<file path="src/rtl/fir_pkg.sv">
// rtl/fir_pkg.sv - shared defaults, accumulator sizing and saturation helper for fir_bh
package fir_pkg;

  // Default datapath geometry
  localparam int DEF_DATA_W = 8;
  localparam int DEF_COEF_W = 8;
  localparam int DEF_TAPS   = 4;

  // h0 (newest sample) sits in the low slice: h0=1, h1=2, h2=3, h3=4
  localparam logic [DEF_TAPS*DEF_COEF_W-1:0] DEF_COEFFS = {8'd4, 8'd3, 8'd2, 8'd1};

  // Full-precision accumulator width for the default geometry
  localparam int ACC_W = DEF_DATA_W + DEF_COEF_W + $clog2(DEF_TAPS);

  // Clamp an unsigned accumulator to the largest dw-bit value.
  // Carried at 64 bits so any legal parameter set can share one helper.
  function automatic logic [63:0] saturate(input logic [63:0] acc, input int dw);
    logic [63:0] max_val;
    max_val = (64'd1 << dw) - 64'd1;
    return (acc > max_val) ? max_val : acc;
  endfunction

endpackage

</file>
<file path="src/rtl/fir_delay_line.sv">
// rtl/fir_delay_line.sv - resettable sample shift register exposing every stage
module fir_delay_line #(
  parameter int DATA_W = 8,
  parameter int DEPTH  = 3
) (
  input  logic                      clk,
  input  logic                      rst,
  input  logic [DATA_W-1:0]         din,
  output logic [DEPTH*DATA_W-1:0]   stages
);

  logic [DEPTH*DATA_W-1:0] q;

  // Stage 0 takes the new sample, every later stage takes its predecessor
  always_ff @(posedge clk) begin
    if (rst) begin
      q <= '0;
    end else begin
      q[DATA_W-1:0] <= din;
      for (int i = 1; i < DEPTH; i++) begin
        q[i*DATA_W +: DATA_W] <= q[(i-1)*DATA_W +: DATA_W];
      end
    end
  end

  assign stages = q;

endmodule

</file>
<file path="src/rtl/fir_bh.sv">
// rtl/fir_bh.sv - unsigned direct-form FIR with saturated registered output
module fir_bh
  import fir_pkg::*;
#(
  parameter int DATA_W = DEF_DATA_W,
  parameter int TAPS   = DEF_TAPS,
  parameter int COEF_W = DEF_COEF_W,
  parameter logic [TAPS*COEF_W-1:0] COEFFS = DEF_COEFFS
) (
  input  logic              clk,
  input  logic              rst,
  input  logic [DATA_W-1:0] x,
  output logic [DATA_W-1:0] y
);

  // Wide enough that summing TAPS full-scale products never wraps
  localparam int SUM_W = DATA_W + COEF_W + $clog2(TAPS);
  localparam int DEPTH = TAPS - 1;

  logic [DEPTH*DATA_W-1:0] d;
  logic [SUM_W-1:0]        acc;
  logic [DATA_W-1:0]       y_next;

  fir_delay_line #(
    .DATA_W (DATA_W),
    .DEPTH  (DEPTH)
  ) u_delay (
    .clk    (clk),
    .rst    (rst),
    .din    (x),
    .stages (d)
  );

  // Multiply-accumulate over the live sample and the pre-edge history
  always_comb begin
    acc = SUM_W'(COEFFS[COEF_W-1:0]) * SUM_W'(x);
    for (int i = 1; i < TAPS; i++) begin
      acc = acc + SUM_W'(COEFFS[i*COEF_W +: COEF_W]) * SUM_W'(d[(i-1)*DATA_W +: DATA_W]);
    end
  end

  assign y_next = DATA_W'(saturate(64'(acc), DATA_W));

  // Output register; cleared with the delay line so history restarts at zero
  always_ff @(posedge clk) begin
    if (rst) begin
      y <= '0;
    end else begin
      y <= y_next;
    end
  end

endmodule

</file>
<file path="config.mk">
export PLATFORM = sky130hd
export DESIGN_NAME = fir_bh
export DESIGN_NICKNAME = d
export VERILOG_FILES = /design/src/rtl/fir_pkg.sv /design/src/rtl/fir_delay_line.sv /design/src/rtl/fir_bh.sv
export SDC_FILE = /design/constraint.sdc
export NUM_CORES = 1
export LEC_CHECK = 0
export ABC_CLOCK_PERIOD_IN_PS = 3900
export BUFFER_PORTS_ARGS = -buffer_cell sky130_fd_sc_hd__buf_2
export CORE_MARGIN = 3
export CORE_UTILIZATION = 40
export DETAILED_ROUTE_END_ITERATION = 10
export HOLD_SLACK_MARGIN = 0.08
export PLACE_DENSITY = 0.6
export SYNTH_ARGS = -nofsm -noshare
export SYNTH_HDL_FRONTEND = slang
export SYNTH_HIERARCHICAL = 1
export SYNTH_SLANG_ARGS = --single-unit
export TNS_END_PERCENT = 10
</file>
<file path="constraint.sdc">
create_clock -name clk -period 3.9 [get_ports clk]
set_input_delay 0.78 -clock clk [delete_from_list [all_inputs] [get_ports clk]]
set_output_delay 0.78 -clock clk [all_outputs]
set_load 0.05 [all_outputs]
</file>
# [After elaboration in Yosys (flattened, before gate mapping)]
# Index checks and enable logic that the tools add are counted.
# Widths: inputs -> output; s select.
[op_classes] n_eq_ne=0 shift=0 addsub=3 magnitude_cmp=1 mul=1 n_reduce_logical=0 div=0 bitwise_logic=0 n_mux=1
[ops] cell="$add 11x10->12" n=1
[ops] cell="$gt 12x8->1 const B" n=1
[ops] cell="$add 10x10->11" n=1
[ops] cell="$add 8x9->10" n=1
[ops] cell="$mul 2x8->10 const A" n=1
[ops] cell="$mux 8" n=1
[word_totals] latch_bits=0 out_inout_bits=8 in_bits=10 reg_bits=32 n_memories=0 word_cells=8 mem_bits_ro=0 mem_bits_rw=0

# [Logic depth before layout (Yosys ltp)]
# Gate-level depths: netlist (run 1).
[logic_depth] ltp_word=5 ltp_mapped=13

# [Hierarchy]
# Netlist (run 1), hierarchy kept.
[modules_own_cells] mod="fir_bh" instances=1 cells_each=124 seq_area_each_um2=160.2 area_each_um2=1173.6
[modules_own_cells] mod="fir_delay_line" instances=1 cells_each=50 seq_area_each_um2=480.5 area_each_um2=693.2

# [Least setup slack after synthesis (run 1)]
# Ideal clock, no wire load.
[synth_timing] kind="input-to-reg" startpoint="input x[3]" endpoint="register y[0]" n_path_buf=0 t_arrival_ns=3.967 cell_stages=11 setup_slack_ns=-0.202 setup_time_ns=0.135 path_cell_list="inv_1 fa_1 inv_1 fa_1 fa_1 ha_1 fa_1 a21o_1 a211o_1 a2111oi_4 a21oi_1"
[synth_via] elab_chain_cells=5
[synth_lines] element="start: declaration" line_no="fir_bh.sv:12" source="input logic [DATA_W-1:0] x,"
[synth_lines] element="$add 8x9->10" line_no="fir_bh.sv:38" source="acc = acc + SUM_W'(COEFFS[i*COEF_W +: COEF_W]) * SUM_W'(d[(i-1)*DATA_W +: DATA_W]);"
[synth_lines] element="$add 10x10->11" line_no="fir_bh.sv:38"
[synth_lines] element="$add 11x10->12" line_no="fir_bh.sv:38"
[synth_lines] element="$gt 12x8->1" line_no="fir_pkg.sv:20" source="return (acc > max_val) ? max_val : acc;"
[synth_lines] element="$mux 8" line_no="fir_pkg.sv:20"
[synth_lines] element="end signal: assignment" line_no="fir_bh.sv:49" source="y <= y_next;"
[synth_lines] element="end: declaration" line_no="fir_bh.sv:13" source="output logic [DATA_W-1:0] y"
# Every way passes these cells.
# A chain may end at the register's enable or synchronous reset.

# [Worst setup path after layout (run 1)]
[layout_timing] startpoint="input x[3]" endpoint="register y[4]"
[layout_via] elab_chain_cells=5
[layout_lines] element="$add 8x9->10 *" line_no="fir_bh.sv:38"
[layout_lines] element="$add 10x10->11 *" line_no="fir_bh.sv:38"
[layout_lines] element="$add 11x10->12 *" line_no="fir_bh.sv:38"
[layout_lines] element="$gt 12x8->1" line_no="fir_pkg.sv:20"
[layout_lines] element="$mux 8 *" line_no="fir_pkg.sv:20"
# Mark *: on every way between the ends. The rest lies on a longest branch, timed or not.

==> results_dict.tcl, run 1 <==
set metrics [dict create \
    cts_tree "done" \
    whs_path_depth 1 \
    crit_chain "buf_8 > inv_8 > fa_1 > inv_1 > fa_1 > fa_1 > ha_2 > fa_2 > a21o_1 > a211o_1 > a2111oi_4 > buf_6 > a21oi_1" \
    start_kind "input pin" \
    critPathRequiredTime_ps 4030 \
    yosysUniqueCellTypes 20 \
    finalNonFillerCells 258 \
    slew_headroom_pct 49.11 \
    slew_violations 0 \
    cts_sinks 32 \
    vias_per_cell 4.380 \
    maxCapViolCount 0 \
    cts_max_level 2 \
    die_y_um 74.32 \
    synth_area_mm2 0.001867 \
    fillCellCount 438 \
    die_x_um 74.32 \
    root_buffer "clkbuf_8" \
    crit_path_end_kind "register" \
    grt_pass1_wl_mm 5.209 \
    reg2reg_from "u_delay/stages[11]" \
    grt.total_usage_pct 12.68 \
    placed_area_mm2 0.002071 \
    fin_nets 251 \
    core_mm2 0.004444 \
    port_buffers 17 \
    r2r_end "y[4]" \
    io_pins 18 \
    crit_slowest_cell "fa_1" \
    hp-start "u_delay/stages[13]" \
    period_share_pct 99.66 \
    yosysSeqAreaShare_pct 34.32 \
    hold_path_end "u_delay/stages[21]" \
    hold_path.class "reg -> reg" \
    diodes 0 \
    wl_per_cell_um 10.51 \
    hpwl_mm 2.079 \
    rsz0062_at_grt "yes" \
    worstRegToRegCells 12 \
    cellPowerDensity_mw_per_mm2 464.0 \
    synth-seq-cells 32 \
    clock_skew_ps 5.252 \
    postCtsHoldBufs 0 \
    finalSetupViolCount 0 \
    tightest_slew_ps 763.3 \
    yosysWarnings 6 \
    ir_drop_mv 0.2261 \
    clk_pin_slew_ps 60 \
    rows 24 \
    finalInstanceArea_mm2 0.002248 \
    syn_nets 220 \
    start_util_pct 42.00 \
    first_global_vias 1194 \
    insertion_delay_ps 280 \
    drtAntennaViolNets 0 \
    cts_buffer_depth 2 \
    syn_to_final_growth_pct 20.44 \
    hold_violations 0 \
    place_inst 247 \
    drive_gt1_share_pct 31.07 \
    crit_type "in -> reg" \
    wl_mm 2.711 \
    cp_slowest_stage_delay_ps 500 \
    cts_buffers 5 \
    synthCells 174 \
    vias 1130 \
    grt_max_degree 33 \
    drt_pass1_iterations 4 \
    antenna_found_initial 0 \
    avgSynthCellArea_um2 10.73 \
    dieArea_mm2 0.005523 \
    drc_errors 0 \
    drt_iter0_drc 10 \
    status "completed" \
    rrSetupSlack_ps 150 \
    gp_congestion 0.7690 \
    critPathMaxFanout 8 \
    fin_crit_ps 3887 \
    cp_common_cell "fa_1" \
    crit_arrival_ps 4020 \
    grt-ovfl-total 0 \
    leakagePower_nw 1.122 \
    fmax_ghz 0.2573 \
]
## power by group
part	internal [W]	total, W	switching (W)
registers	0.000358	0.000367	0.00000964
clock network	0.000144	0.000260	0.000116
logic	0.000176	0.000416	0.000240
## synthesized netlist by cell type (all sizes together)
master | count | area [µm²]
dfxtp | 32 | 640.6
fa | 23 | 460.4
a21oi | 11 | 55.05
a221o | 1 | 10.01
and3 | 1 | 6.260
a2111oi | 1 | 27.53
buf | 3 | 26.27
xnor2 | 1 | 8.760
nand3 | 1 | 5.000
inv | 55 | 206.5
and2b | 4 | 30.03
or4b | 1 | 10.01
a211o | 1 | 8.760
nand4b | 1 | 8.760
ha | 13 | 162.7
xor2 | 2 | 17.52
a21o | 3 | 22.52
nor2b | 20 | 160.2
## routing by layer
layer | up-vias | track usage (%) | part of all wire [%]
li1 | 571 | - | -
met1 | 531 | 15.80 | 46
met2 | 21 | 19.78 | 47
met3 | 7 | 3.649 | 4.9
met4 | 0 | 7.115 | 2.6
met5 | - | 0 | 0
## timing repair
item / in CTS / in global routing
gates resized for setup: 3 / 11
pin swaps: 10 / 11
setup buffers: 2 / 1
setup endpoints to repair: 8 / 8
## metrics by stage
step	utilization [%]	hold WS (ps)	total power, W	setup slack, ps	TNS [ps]
floorplan	-	433.6	0.0006500	-57.64	-461.1
global placement	46.59	440.9	0.0007435	-279.9	-2232
detailed placement	46.59	441.9	0.0007484	-333.8	-2548
CTS	49.58	457.5	0.001028	-6.019	-8.869
global route	50.59	470.4	0.001122	-91.73	-661.0
finish	50.59	460.3	0.001043	13.44	0
## state kept, by name, indices dropped and copies added (netlist names)
name / flops
u_delay/stages: 24
y: 8
## logic make-up after synthesis
| family | Yosys count | share of synthesized area [%] |
|---|---|---|
| xor gates and xnor gates | 3 | 1.408 |
| buffers and inverters | 58 | 12.47 |
| adders and majority gates | 36 | 33.38 |
| and+or+nand+nor | 28 | 11.80 |
| AOI/OAI and AO/OA | 17 | 6.635 |
| DFF | 32 | 34.32 |
## worst max-delay path: cells and delay by family
kind,cells,cell delay (ps)
compound gates,4,900
fa+ha+maj,5,1980
buf+inv,4,340
## placed cells by master (no fill, tap or decap), drive strengths merged
| cell type | instances |
|---|---|
| nand3 | 1 |
| nand4b | 1 |
| or4b | 1 |
| xnor2 | 1 |
| nor2b | 20 |
| inv | 55 |
| dfxtp | 32 |
| xor2 | 2 |
| a21oi | 11 |
| and3 | 1 |
| a2111oi | 1 |
| buf | 27 |
| a211o | 1 |
| fa | 23 |
| clkbuf | 8 |
| and2b | 4 |
| a21o | 3 |
| a221o | 1 |
| ha | 13 |
## final cells by class
cell class | instances | area (µm²) | area share (%)
Clock buffer | 8 | 90.09 | 4.007
Inverter | 55 | 214.0 | 9.516
Multi-Input combinational cell | 84 | 1065 | 47.36
Sequential cell | 32 | 640.6 | 28.49
Tap cell | 52 | 65.06 | 2.894
Timing Repair Buffer | 27 | 173.9 | 7.735
## worst max path at each step
stage | to | from | cells after the start | slack [ps]
floorplan | y[0] | x[3] | 11 | -60
global placement | y[6] | x[3] | 13 | -280
detailed placement | y[6] | x[3] | 13 | -330
CTS | y[6] | x[6] | 14 | -6
global route | y[4] | x[3] | 13 | -90
finish | y[4] | x[3] | 13 | 10
Power figures use the tool's default switching activity.
==> run 2: changes to the inputs <==
--- a/config.mk
+++ b/config.mk
@@ -9,8 +9,8 @@
 export BUFFER_PORTS_ARGS = -buffer_cell sky130_fd_sc_hd__buf_2
 export CORE_MARGIN = 3
-export CORE_UTILIZATION = 40
+export CORE_UTILIZATION = 35
 export DETAILED_ROUTE_END_ITERATION = 10
 export HOLD_SLACK_MARGIN = 0.08
-export PLACE_DENSITY = 0.6
+export PLACE_DENSITY = 0.54
 export SYNTH_ARGS = -nofsm -noshare
 export SYNTH_HDL_FRONTEND = slang
==> constraint.sdc (replaced) <==
create_clock -name clk -period 3.9 [get_ports clk]
set_input_delay 0.78 -clock clk [delete_from_list [all_inputs] [get_ports clk]]
set_output_delay 0.78 -clock clk [all_outputs]
set_load 0.01 [all_outputs]
==> run 2 against run 1 <==
Net effect: setup slack gained 81 ps; cell count rose by 5.4%; final area up 0.22%; first-iteration DRC count increased by 130%; utilization is 5.0 points lower; critical path type unchanged.
==> results_dict.tcl, run 2 (synthesis results as in run 1) <==
set metrics [dict create \
    start_util_pct 37.77 \
    cts_tree "done" \
    crit_type "in -> reg" \
    root_buffer "clkbuf_8" \
    clk_pin_slew_ps 60 \
    r2r_end "y[1]" \
    insertion_delay_ps 280 \
    layout_setup_ws_ps 94.33 \
    drive_gt1_share_pct 30.24 \
    start_kind "input pin" \
    cts_buffers 5 \
    fmax_ghz 0.2628 \
    cellPowerDensity_mw_per_mm2 428.6 \
    critPathTopFamily "adder cells" \
    hold_violations 0 \
    critPathRequiredTime_ps 4030 \
    final_common_cell "inv_1" \
    finalSetupViolCount 0 \
    cp_common_cell "inv_1" \
    wl_mm 2.549 \
    drt_iter0_drc 23 \
    hp-start "u_delay/stages[13]" \
    period_share_pct 97.58 \
    hold_slack_ps 460.4 \
    critPathBufInv 6 \
    drc_errors 0 \
    reg2reg_from "u_delay/stages[11]" \
    crit_slowest_cell "fa_1" \
    vias_per_cell 4.074 \
    crit_chain "buf_2 > inv_1 > fa_1 > inv_1 > fa_1 > inv_1 > fa_1 > inv_1 > ha_4 > a21o_1 > a221o_1 > a2111oi_4 > buf_6 > a21oi_1" \
    postCtsHoldBufs 0 \
    gp_congestion 0.6980 \
    placed_area_mm2 0.002090 \
    grt-ovfl-total 0 \
    maxCapViolCount 0 \
    core_mm2 0.004942 \
    cp_slowest_stage_delay_ps 520 \
    drtAntennaViolNets 0 \
    hpwl_mm 2.006 \
    cts_sinks 32 \
    status "completed" \
    grt_pass1_wl_mm 4.685 \
    diodes 0 \
    wl_per_cell_um 9.371 \
    cts_max_level 2 \
    fin_nets 250 \
    hold_path.class "reg -> reg" \
    port_buffers 17 \
    place_inst 262 \
    leakagePower_nw 1.112 \
    dieArea_mm2 0.006246 \
    io_pins 18 \
    rrSetupSlack_ps 250 \
    worstRegToRegCells 12 \
    ir_drop_mv 0.1785 \
    antenna_found_initial 0 \
    cts_buffer_depth 2 \
    first_global_vias 1116 \
    die_x_um 79.03 \
    fin_crit_ps 3806 \
    finalInstanceArea_mm2 0.002253 \
    p_total_w 0.0009659 \
    grt.total_usage_pct 9.923 \
    crit_arrival_ps 3930 \
    clock_skew_ps 4.557 \
    place_ws_ps -294.1 \
    slew_headroom_pct 52.91 \
    syn_to_final_growth_pct 20.71 \
    grt_max_degree 33 \
    final_cell_mix "inv_1, dfxtp_1, fa_1" \
    whs_path_depth 1 \
    critPathMaxFanout 8 \
    slew_violations 0 \
    drt_pass1_iterations 4 \
    rsz0062_at_grt "yes" \
    finalNonFillerCells 272 \
    vias 1108 \
    rows 25 \
    crit_path_end_kind "register" \
    tightest_slew_ps 706.4 \
    largest_reg_flops 24 \
    die_y_um 79.03 \
    hold_path_end "u_delay/stages[21]" \
    fillCellCount 503 \
]
[run 2: changes by cell type in the layout (fill, tap and decap cells not counted), sizes merged]
| cell | before | now |
|---|---|---|
| buf | 27 | 26 |
[run 2: worst max path at each step]
stage / start / endpoint / slack, ps / cells past startpoint
finish: x[6] / y[1] / 90 / 14
detailed placement: x[3] / y[7] / -290 / 13
global route: x[3] / y[1] / -40 / 13
floorplan: x[3] / y[0] / -60 / 11
global placement: x[3] / y[0] / -270 / 13
CTS: x[3] / y[7] / 5 / 13
[run 2: layer usage]
layer / wire length [µm] / share of wire, % / track usage [%] / vias to the layer above
met1: 1173 / 46 / 12.09 / 517
met2: 1186 / 47 / 15.24 / 18
met3: 120 / 4.7 / 3.401 / 7
met4: 68 / 2.7 / 5.670 / 0
met5: 0 / 0 / 0 / -
li1: - / - / - / 566
[run 2: stage by stage]
stage	TNS (ps)	util [%]
floorplan	-461.1	-
global placement	-2180	42.28
detailed placement	-2298	42.28
CTS	0	44.10
global route	-249.7	45.59
finish	0	45.59
[run 2: timing repair]
item                       CTS  global route
setup endpoints to repair    0             8
setup buffers                0             2
gates resized for setup      0            13
[run 2: worst register-to-register path, delay by kind of cell, from the launching register on]
kind                       cells  cell delay (ps)
buffers and inverters          3              300
AOI/OAI and AO/OA              4              840
DFF                            1              320
adders and majority gates      5             2050
[run 2: power by group]
part	switching (W)	internal, W
combinational	0.000168	0.000173
sequential	0.0000103	0.000358
clock	0.000113	0.000144
total	0.000292	0.000674
[run 2: layout make-up]
| class | count | area, µm² | share of cell area [%] |
|---|---|---|---|
| timing repair buffer | 26 | 166.4 | 7.385 |
| multi-input combinational | 84 | 1059 | 46.97 |
| clock buffer | 8 | 90.09 | 3.998 |
| sequential | 32 | 640.6 | 28.43 |
| tap | 67 | 83.83 | 3.720 |
| inverter | 55 | 214.0 | 9.495 |
